--- src/rtl/alu_flag_cond_unit.sv ---
// Purpose: stores ALU flags, tracks overflow history and evaluates ARM-style condition codes.
// Latency: a request accepted at edge n has its result registered at edge n+1, with eval_done high in the cycle that follows.
// Backpressure: eval_req is dropped while busy; one evaluation per three cycles, no queuing.
module alu_flag_cond_unit (
  input  logic       clk,
  input  logic       reset,
  input  logic       Cero,
  input  logic       Negativo,
  input  logic       C_out,
  input  logic       Overflow,
  input  logic       flags_valid,
  input  logic       eval_req,
  input  logic [3:0] cond,
  input  logic       sticky_clr,
  output logic [3:0] flag_reg,
  output logic       busy,
  output logic       eval_done,
  output logic       cond_true,
  output logic       sticky_ovf,
  output logic [3:0] ovf_count
);

  // Condition code encodings
  localparam logic [3:0] CC_EQ = 4'd0;
  localparam logic [3:0] CC_NE = 4'd1;
  localparam logic [3:0] CC_CS = 4'd2;
  localparam logic [3:0] CC_CC = 4'd3;
  localparam logic [3:0] CC_MI = 4'd4;
  localparam logic [3:0] CC_PL = 4'd5;
  localparam logic [3:0] CC_VS = 4'd6;
  localparam logic [3:0] CC_VC = 4'd7;
  localparam logic [3:0] CC_HI = 4'd8;
  localparam logic [3:0] CC_LS = 4'd9;
  localparam logic [3:0] CC_GE = 4'd10;
  localparam logic [3:0] CC_LT = 4'd11;
  localparam logic [3:0] CC_GT = 4'd12;
  localparam logic [3:0] CC_LE = 4'd13;
  localparam logic [3:0] CC_AL = 4'd14;
  localparam logic [3:0] CC_NV = 4'd15;

  localparam logic [3:0] OVF_CNT_MAX = 4'd15;

  typedef enum logic [1:0] {
    S_IDLE = 2'd0,
    S_EVAL = 2'd1,
    S_DONE = 2'd2
  } state_t;

  state_t     r_state;
  state_t     w_state_nxt;

  logic [3:0] r_flag_reg;
  logic [3:0] r_cond;
  logic [3:0] r_ovf_count;
  logic       r_sticky_ovf;
  logic       r_cond_true;

  logic       w_ovf_inc;
  logic       w_accept;
  logic       w_busy;
  logic       w_eval_done;
  logic       w_eval_cycle;
  logic       w_cond_result;

  // Individual stored flags, bit order {V,C,N,Z}
  logic       w_flag_z;
  logic       w_flag_n;
  logic       w_flag_c;
  logic       w_flag_v;
  logic       w_n_eq_v;

  assign w_flag_z = r_flag_reg[0];
  assign w_flag_n = r_flag_reg[1];
  assign w_flag_c = r_flag_reg[2];
  assign w_flag_v = r_flag_reg[3];
  assign w_n_eq_v = (w_flag_n == w_flag_v);

  // ---------------------------------------------------------------
  // Flag storage and overflow history (independent of the FSM)
  // ---------------------------------------------------------------

  // Capture the four datapath flags whenever the strobe is high
  always_ff @(posedge clk) begin
    if (reset) begin
      r_flag_reg <= 4'b0000;
    end else if (flags_valid) begin
      r_flag_reg <= {Overflow, C_out, Negativo, Cero};
    end
  end

  // An overflow only counts when it arrives with a capture strobe
  always_comb begin
    w_ovf_inc = flags_valid & Overflow;
  end

  // Sticky overflow: a new overflow beats a simultaneous clear
  always_ff @(posedge clk) begin
    if (reset) begin
      r_sticky_ovf <= 1'b0;
    end else if (w_ovf_inc) begin
      r_sticky_ovf <= 1'b1;
    end else if (sticky_clr) begin
      r_sticky_ovf <= 1'b0;
    end
  end

  // Saturating overflow counter; clear plus increment restarts at one
  always_ff @(posedge clk) begin
    if (reset) begin
      r_ovf_count <= 4'd0;
    end else if (sticky_clr) begin
      r_ovf_count <= w_ovf_inc ? 4'd1 : 4'd0;
    end else if (w_ovf_inc && (r_ovf_count != OVF_CNT_MAX)) begin
      r_ovf_count <= r_ovf_count + 4'd1;
    end
  end

  // ---------------------------------------------------------------
  // Evaluation FSM: IDLE -> EVAL -> DONE -> IDLE
  // ---------------------------------------------------------------

  // State register
  always_ff @(posedge clk) begin
    if (reset) begin
      r_state <= S_IDLE;
    end else begin
      r_state <= w_state_nxt;
    end
  end

  // Next-state logic; requests outside IDLE are simply dropped
  always_comb begin
    w_state_nxt = r_state;
    case (r_state)
      S_IDLE:  w_state_nxt = eval_req ? S_EVAL : S_IDLE;
      S_EVAL:  w_state_nxt = S_DONE;
      S_DONE:  w_state_nxt = S_IDLE;
      default: w_state_nxt = S_IDLE;
    endcase
  end

  // State-decoded outputs and strobes
  always_comb begin
    w_busy       = 1'b0;
    w_eval_done  = 1'b0;
    w_eval_cycle = 1'b0;
    w_accept     = 1'b0;
    case (r_state)
      S_IDLE: begin
        w_accept = eval_req;
      end
      S_EVAL: begin
        w_busy       = 1'b1;
        w_eval_cycle = 1'b1;
      end
      S_DONE: begin
        w_busy      = 1'b1;
        w_eval_done = 1'b1;
      end
      default: begin
        w_busy = 1'b0;
      end
    endcase
  end

  // Hold the condition code of the accepted request for the EVAL cycle
  always_ff @(posedge clk) begin
    if (reset) begin
      r_cond <= 4'd0;
    end else if (w_accept) begin
      r_cond <= cond;
    end
  end

  // ---------------------------------------------------------------
  // Condition evaluation
  // ---------------------------------------------------------------

  // Decode the latched condition against the flags held this cycle
  always_comb begin
    w_cond_result = 1'b0;
    case (r_cond)
      CC_EQ:   w_cond_result = w_flag_z;
      CC_NE:   w_cond_result = ~w_flag_z;
      CC_CS:   w_cond_result = w_flag_c;
      CC_CC:   w_cond_result = ~w_flag_c;
      CC_MI:   w_cond_result = w_flag_n;
      CC_PL:   w_cond_result = ~w_flag_n;
      CC_VS:   w_cond_result = w_flag_v;
      CC_VC:   w_cond_result = ~w_flag_v;
      CC_HI:   w_cond_result = w_flag_c & ~w_flag_z;
      CC_LS:   w_cond_result = ~w_flag_c | w_flag_z;
      CC_GE:   w_cond_result = w_n_eq_v;
      CC_LT:   w_cond_result = ~w_n_eq_v;
      CC_GT:   w_cond_result = ~w_flag_z & w_n_eq_v;
      CC_LE:   w_cond_result = w_flag_z | ~w_n_eq_v;
      CC_AL:   w_cond_result = 1'b1;
      CC_NV:   w_cond_result = 1'b0;
      default: w_cond_result = 1'b0;
    endcase
  end

  // Register the result at the EVAL->DONE edge; held until the next evaluation
  always_ff @(posedge clk) begin
    if (reset) begin
      r_cond_true <= 1'b0;
    end else if (w_eval_cycle) begin
      r_cond_true <= w_cond_result;
    end
  end

  assign flag_reg   = r_flag_reg;
  assign busy       = w_busy;
  assign eval_done  = w_eval_done;
  assign cond_true  = r_cond_true;
  assign sticky_ovf = r_sticky_ovf;
  assign ovf_count  = r_ovf_count;

endmodule

--- config.mk ---
export PLATFORM = sky130hd
export DESIGN_NAME = alu_flag_cond_unit
export DESIGN_NICKNAME = d
export VERILOG_FILES = /design/src/rtl/alu_flag_cond_unit.sv
export SDC_FILE = /design/constraint.sdc
export NUM_CORES = 1
export LEC_CHECK = 0
export CELL_PAD_IN_SITES_DETAIL_PLACEMENT = 1
export CELL_PAD_IN_SITES_GLOBAL_PLACEMENT = 1
export CORE_MARGIN = 1
export CORE_UTILIZATION = 28
export DETAILED_ROUTE_END_ITERATION = 8
export PLACE_DENSITY_LB_ADDON = 0.1
export SYNTH_ARGS = -nofsm -noshare
export SYNTH_HDL_FRONTEND = slang
export SYNTH_SLANG_ARGS = --single-unit
--- constraint.sdc ---
create_clock -name clk -period 1.28 [get_ports clk]
set_input_delay 0.384 -clock clk [delete_from_list [all_inputs] [get_ports clk]]
set_output_delay 0.384 -clock clk [all_outputs]
set_load 0.03 [all_outputs]
==> impl_metrics.json <==
{
  "status": "finished, violations left",
  "violations": "setup timing",
  "antenna_found_initial": 0,
  "fin_util_pct": 51.6,
  "grt_overflow": 0,
  "num_rows": 18,
  "maxCapViolCount": 0,
  "ff2ff_path_depth": 6,
  "synth-simple-area-share_pct": 23.8,
  "area_growth_pct": 73.9,
  "fin_skew_ns": 0.00313,
  "antenna_cells": 0,
  "netlist_instances": 83,
  "ys_seq_elements": 16,
  "final_cells": 158,
  "synth_top_family_by_area": "simple AND/OR/NAND/NOR gates",
  "power.total_uw": 1070,
  "start_util_pct": 29.7,
  "p_switching_uw": 293,
  "end_kind": "primary output",
  "die-width_um": 53.5,
  "cts_tree": "yes",
  "clk_pin_slew_ns": 0.09,
  "routed_wirelength_mm": 2.03,
  "timing.critical_path.from": "r_state[1]$_SDFF_PP0_",
  "vias": 744,
  "cts_buffer_depth": 2,
  "period_minus_slack_ns": 1.53,
  "path_cells": "inv_2 > buf_6 > ha_4 > buf_6",
  "dieHeight_um": 53.5,
  "ys_types": 28,
  "p_seq_share_pct": 50.9,
  "endpoint": "busy",
  "crit_top_cell": "buf_6",
  "dr.pass1.iters": 4,
  "yosysWarnings": 0,
  "cpPeakStageDelay_ns": 0.35,
  "critPathMaxFanout": 2,
  "insertion_delay_ns": 0.28,
  "start_kind": "register",
  "tightest_slew_ns": 0.247,
  "port_buffers": 24,
  "die_area_sq_mm": 0.00286,
  "required_ns": 0.90,
  "track_usage_pct": 16.5,
  "slowest_stage": "dfxtp_2",
  "p_clk_share_pct": 24.4,
  "final-setup-viol-count": 5,
  "grt_pass1_vias": 724,
  "synth_mux_area_share_pct": 8.09,
  "r2r-end": "cond_true$_SDFFE_PP0P_",
  "first_iter_violations": 6,
  "p_sw_share_pct": 27.5,
  "io_pins": 25,
  "p_int_uw": 772,
  "grt_pass1_wl_mm": 3.21,
  "setup_ws_ns": -0.246,
  "drcViolationCount": 0,
  "h-tree-depth": 1,
  "seq_area_frac_synth_pct": 43.2,
  "drive_above_1_share_pct": 44.5,
  "power.density_mw_per_mm2": 826,
  "hold_viol_final": 0,
  "routedWlPerCell_um": 12.9,
  "rsz0062_at_grt": "yes",
  "netlist_area_sq_um": 742,
  "maxSlewViolCount": 0,
  "hpwlAfterDp_mm": 1.50,
  "ir_worst_vdd_uv": 506,
  "core_sq_mm": 0.00250,
  "synthXorXnorAreaFrac_pct": 3.54,
  "synth_compound_area_share_pct": 11.0,
  "period_share_pct": 119,
  "numClockSinks": 16,
  "cts-root-buf": "clkbuf_4",
  "dp_cells": 146,
  "critPathKind": "register to primary output",
  "syn_nets": 100,
  "r2r_start": "r_state[1]$_SDFF_PP0_",
  "nNetsFinal": 147,
  "critPathArrivalTime_ns": 1.14,
  "cts_buffers": 3,
  "r2r_slack_ns": -0.16,
  "syn_area_per_cell_sq_um": 8.94,
  "grt_max_degree": 10,
  "place_congestion": 0.647,
  "max_slew_margin_pct": 83.5,
  "p_comb_share_pct": 24.7,
  "viasPerCell": 4.71,
  "final_antenna_net_count": 0,
  "synth_adder_area_share_pct": 6.75,
  "p_leak_uw": 0.000567,
  "fmax_mhz": 655,
  "hp-class": "input pin to register"
}
==> final cells by class <==
type | instances | area (sq um)
Timing Repair Buffer | 45 | 417
Clock buffer | 3 | 22.5
Tap cell | 30 | 37.5
Multi-Input combinational cell | 61 | 458
Sequential cell | 16 | 344
Fill cell | 287 | 1210
Inverter | 3 | 11.3
==> cell usage after synthesis <==
cell type | n | share of area [%]
dfxtp_1 | 16 | 43
nand2_1 | 8 | 4.0
a21oi_1 | 7 | 4.7
nor2_1 | 7 | 3.5
mux2i_1 | 6 | 8.1
nand3_1 | 5 | 3.4
ha_1 | 4 | 6.7
nor3_1 | 4 | 2.7
inv_1 | 3 | 1.5
nand2b_1 | 2 | 1.7
nor2b_1 | 2 | 1.7
o21bai_1 | 2 | 2.0
xor2_1 | 2 | 2.4
a22oi_1 | 1 | 1.0
a31oi_1 | 1 | 0.84
a32oi_1 | 1 | 1.2
and2b_1 | 1 | 1.0
and3_1 | 1 | 0.84
and4b_1 | 1 | 1.3
buf_2 | 1 | 0.67
buf_4 | 1 | 1.0
clkbuf_1 | 1 | 0.51
nand3b_1 | 1 | 1.0
nor4_1 | 1 | 0.84
o32ai_1 | 1 | 1.2
or2_1 | 1 | 0.84
or3_1 | 1 | 0.84
xnor2_1 | 1 | 1.2
==> power by group through the flow <==
stage	registers, uW	logic, uW	clock network, uW
floorplan	574	93.7	0
global placement	552	220	0
detailed placement	553	226	0
CTS	543	261	277
global route	546	284	299
finish	542	263	260
==> through the flow <==
step | setup TNS [ns] | instance area (sq um) | setup slack (ns) | hold slack (ns)
6_report | -0.567 | 1290 | -0.246 | 0.341
4_1_cts | -0.673 | 1260 | -0.260 | 0.481
3_3_place_gp | -1.75 | 1100 | -0.292 | 0.465
5_1_grt | -0.932 | 1290 | -0.303 | 0.338
3_5_place_dp | -2.07 | 1100 | -0.325 | 0.467
2_1_floorplan | -0.00283 | 782 | -0.00283 | 0.445
==> worst min path at each step <==
stage	start	to	slack [ns]	cells after the start
finish	reset	r_state[1]$_SDFF_PP0_	0.34	2
global route	reset	r_state[1]$_SDFF_PP0_	0.34	2
CTS	sticky_ovf$_SDFFE_PP0P_	sticky_ovf$_SDFFE_PP0P_	0.48	2
detailed placement	sticky_ovf$_SDFFE_PP0P_	sticky_ovf$_SDFFE_PP0P_	0.47	2
global placement	sticky_ovf$_SDFFE_PP0P_	sticky_ovf$_SDFFE_PP0P_	0.46	2
floorplan	r_cond[0]$_SDFFE_PP0P_	r_cond[0]$_SDFFE_PP0P_	0.45	2
==> cells by family after synthesis <==
logic type	after synthesis
and+or+nand+nor	35
DFF	16
AOI/OAI and AO/OA	13
buffers and inverters	6
muxes	6
adders and majority gates	4
xor gates and xnor gates	3
==> what timing repair did <==
action,in CTS,in global routing
gates cloned,0,0
setup buffers,8,1
resized for setup,22,6
hold buffers,0,0
pin swaps,6,2
endpoints found under the setup margin,9,11
==> worst max-delay path, delay by kind of cell (launching register included) <==
family	cells	cell delay, ns
flip-flops	1	0.35
buffers and inverters	3	0.27
adder cells (fa/ha/maj)	1	0.25
==> layout by cell type, fill, tap and decap left out, types with 2 or more instances in the layout <==
| master | n |
|---|---|
| dfxtp_1 | 5 |
| nor3_1 | 3 |
| nand2b_1 | 2 |
| dfxtp_4 | 4 |
| ha_4 | 3 |
| clkdlybuf4s50_1 | 9 |
| a21oi_1 | 6 |
| inv_1 | 2 |
| buf_4 | 21 |
| nor2_1 | 7 |
| clkbuf_4 | 3 |
| nand2_1 | 7 |
| dlymetal6s2s_1 | 2 |
| dfxtp_2 | 7 |
| buf_6 | 12 |
| xor2_1 | 2 |
| mux2i_1 | 6 |
| nand3_1 | 5 |
| o21bai_1 | 2 |
==> metal layers <==
layer  global-route usage, %  vias up  share of wire (%)
met5                       0        -                  0
met4                    7.89        0                1.9
met3                    6.32        5                4.1
met2                    27.7       14                 51
met1                    17.9      346                 43
li1                        -      379                  -
No activity file was read; power rests on OpenSTA's default activity.
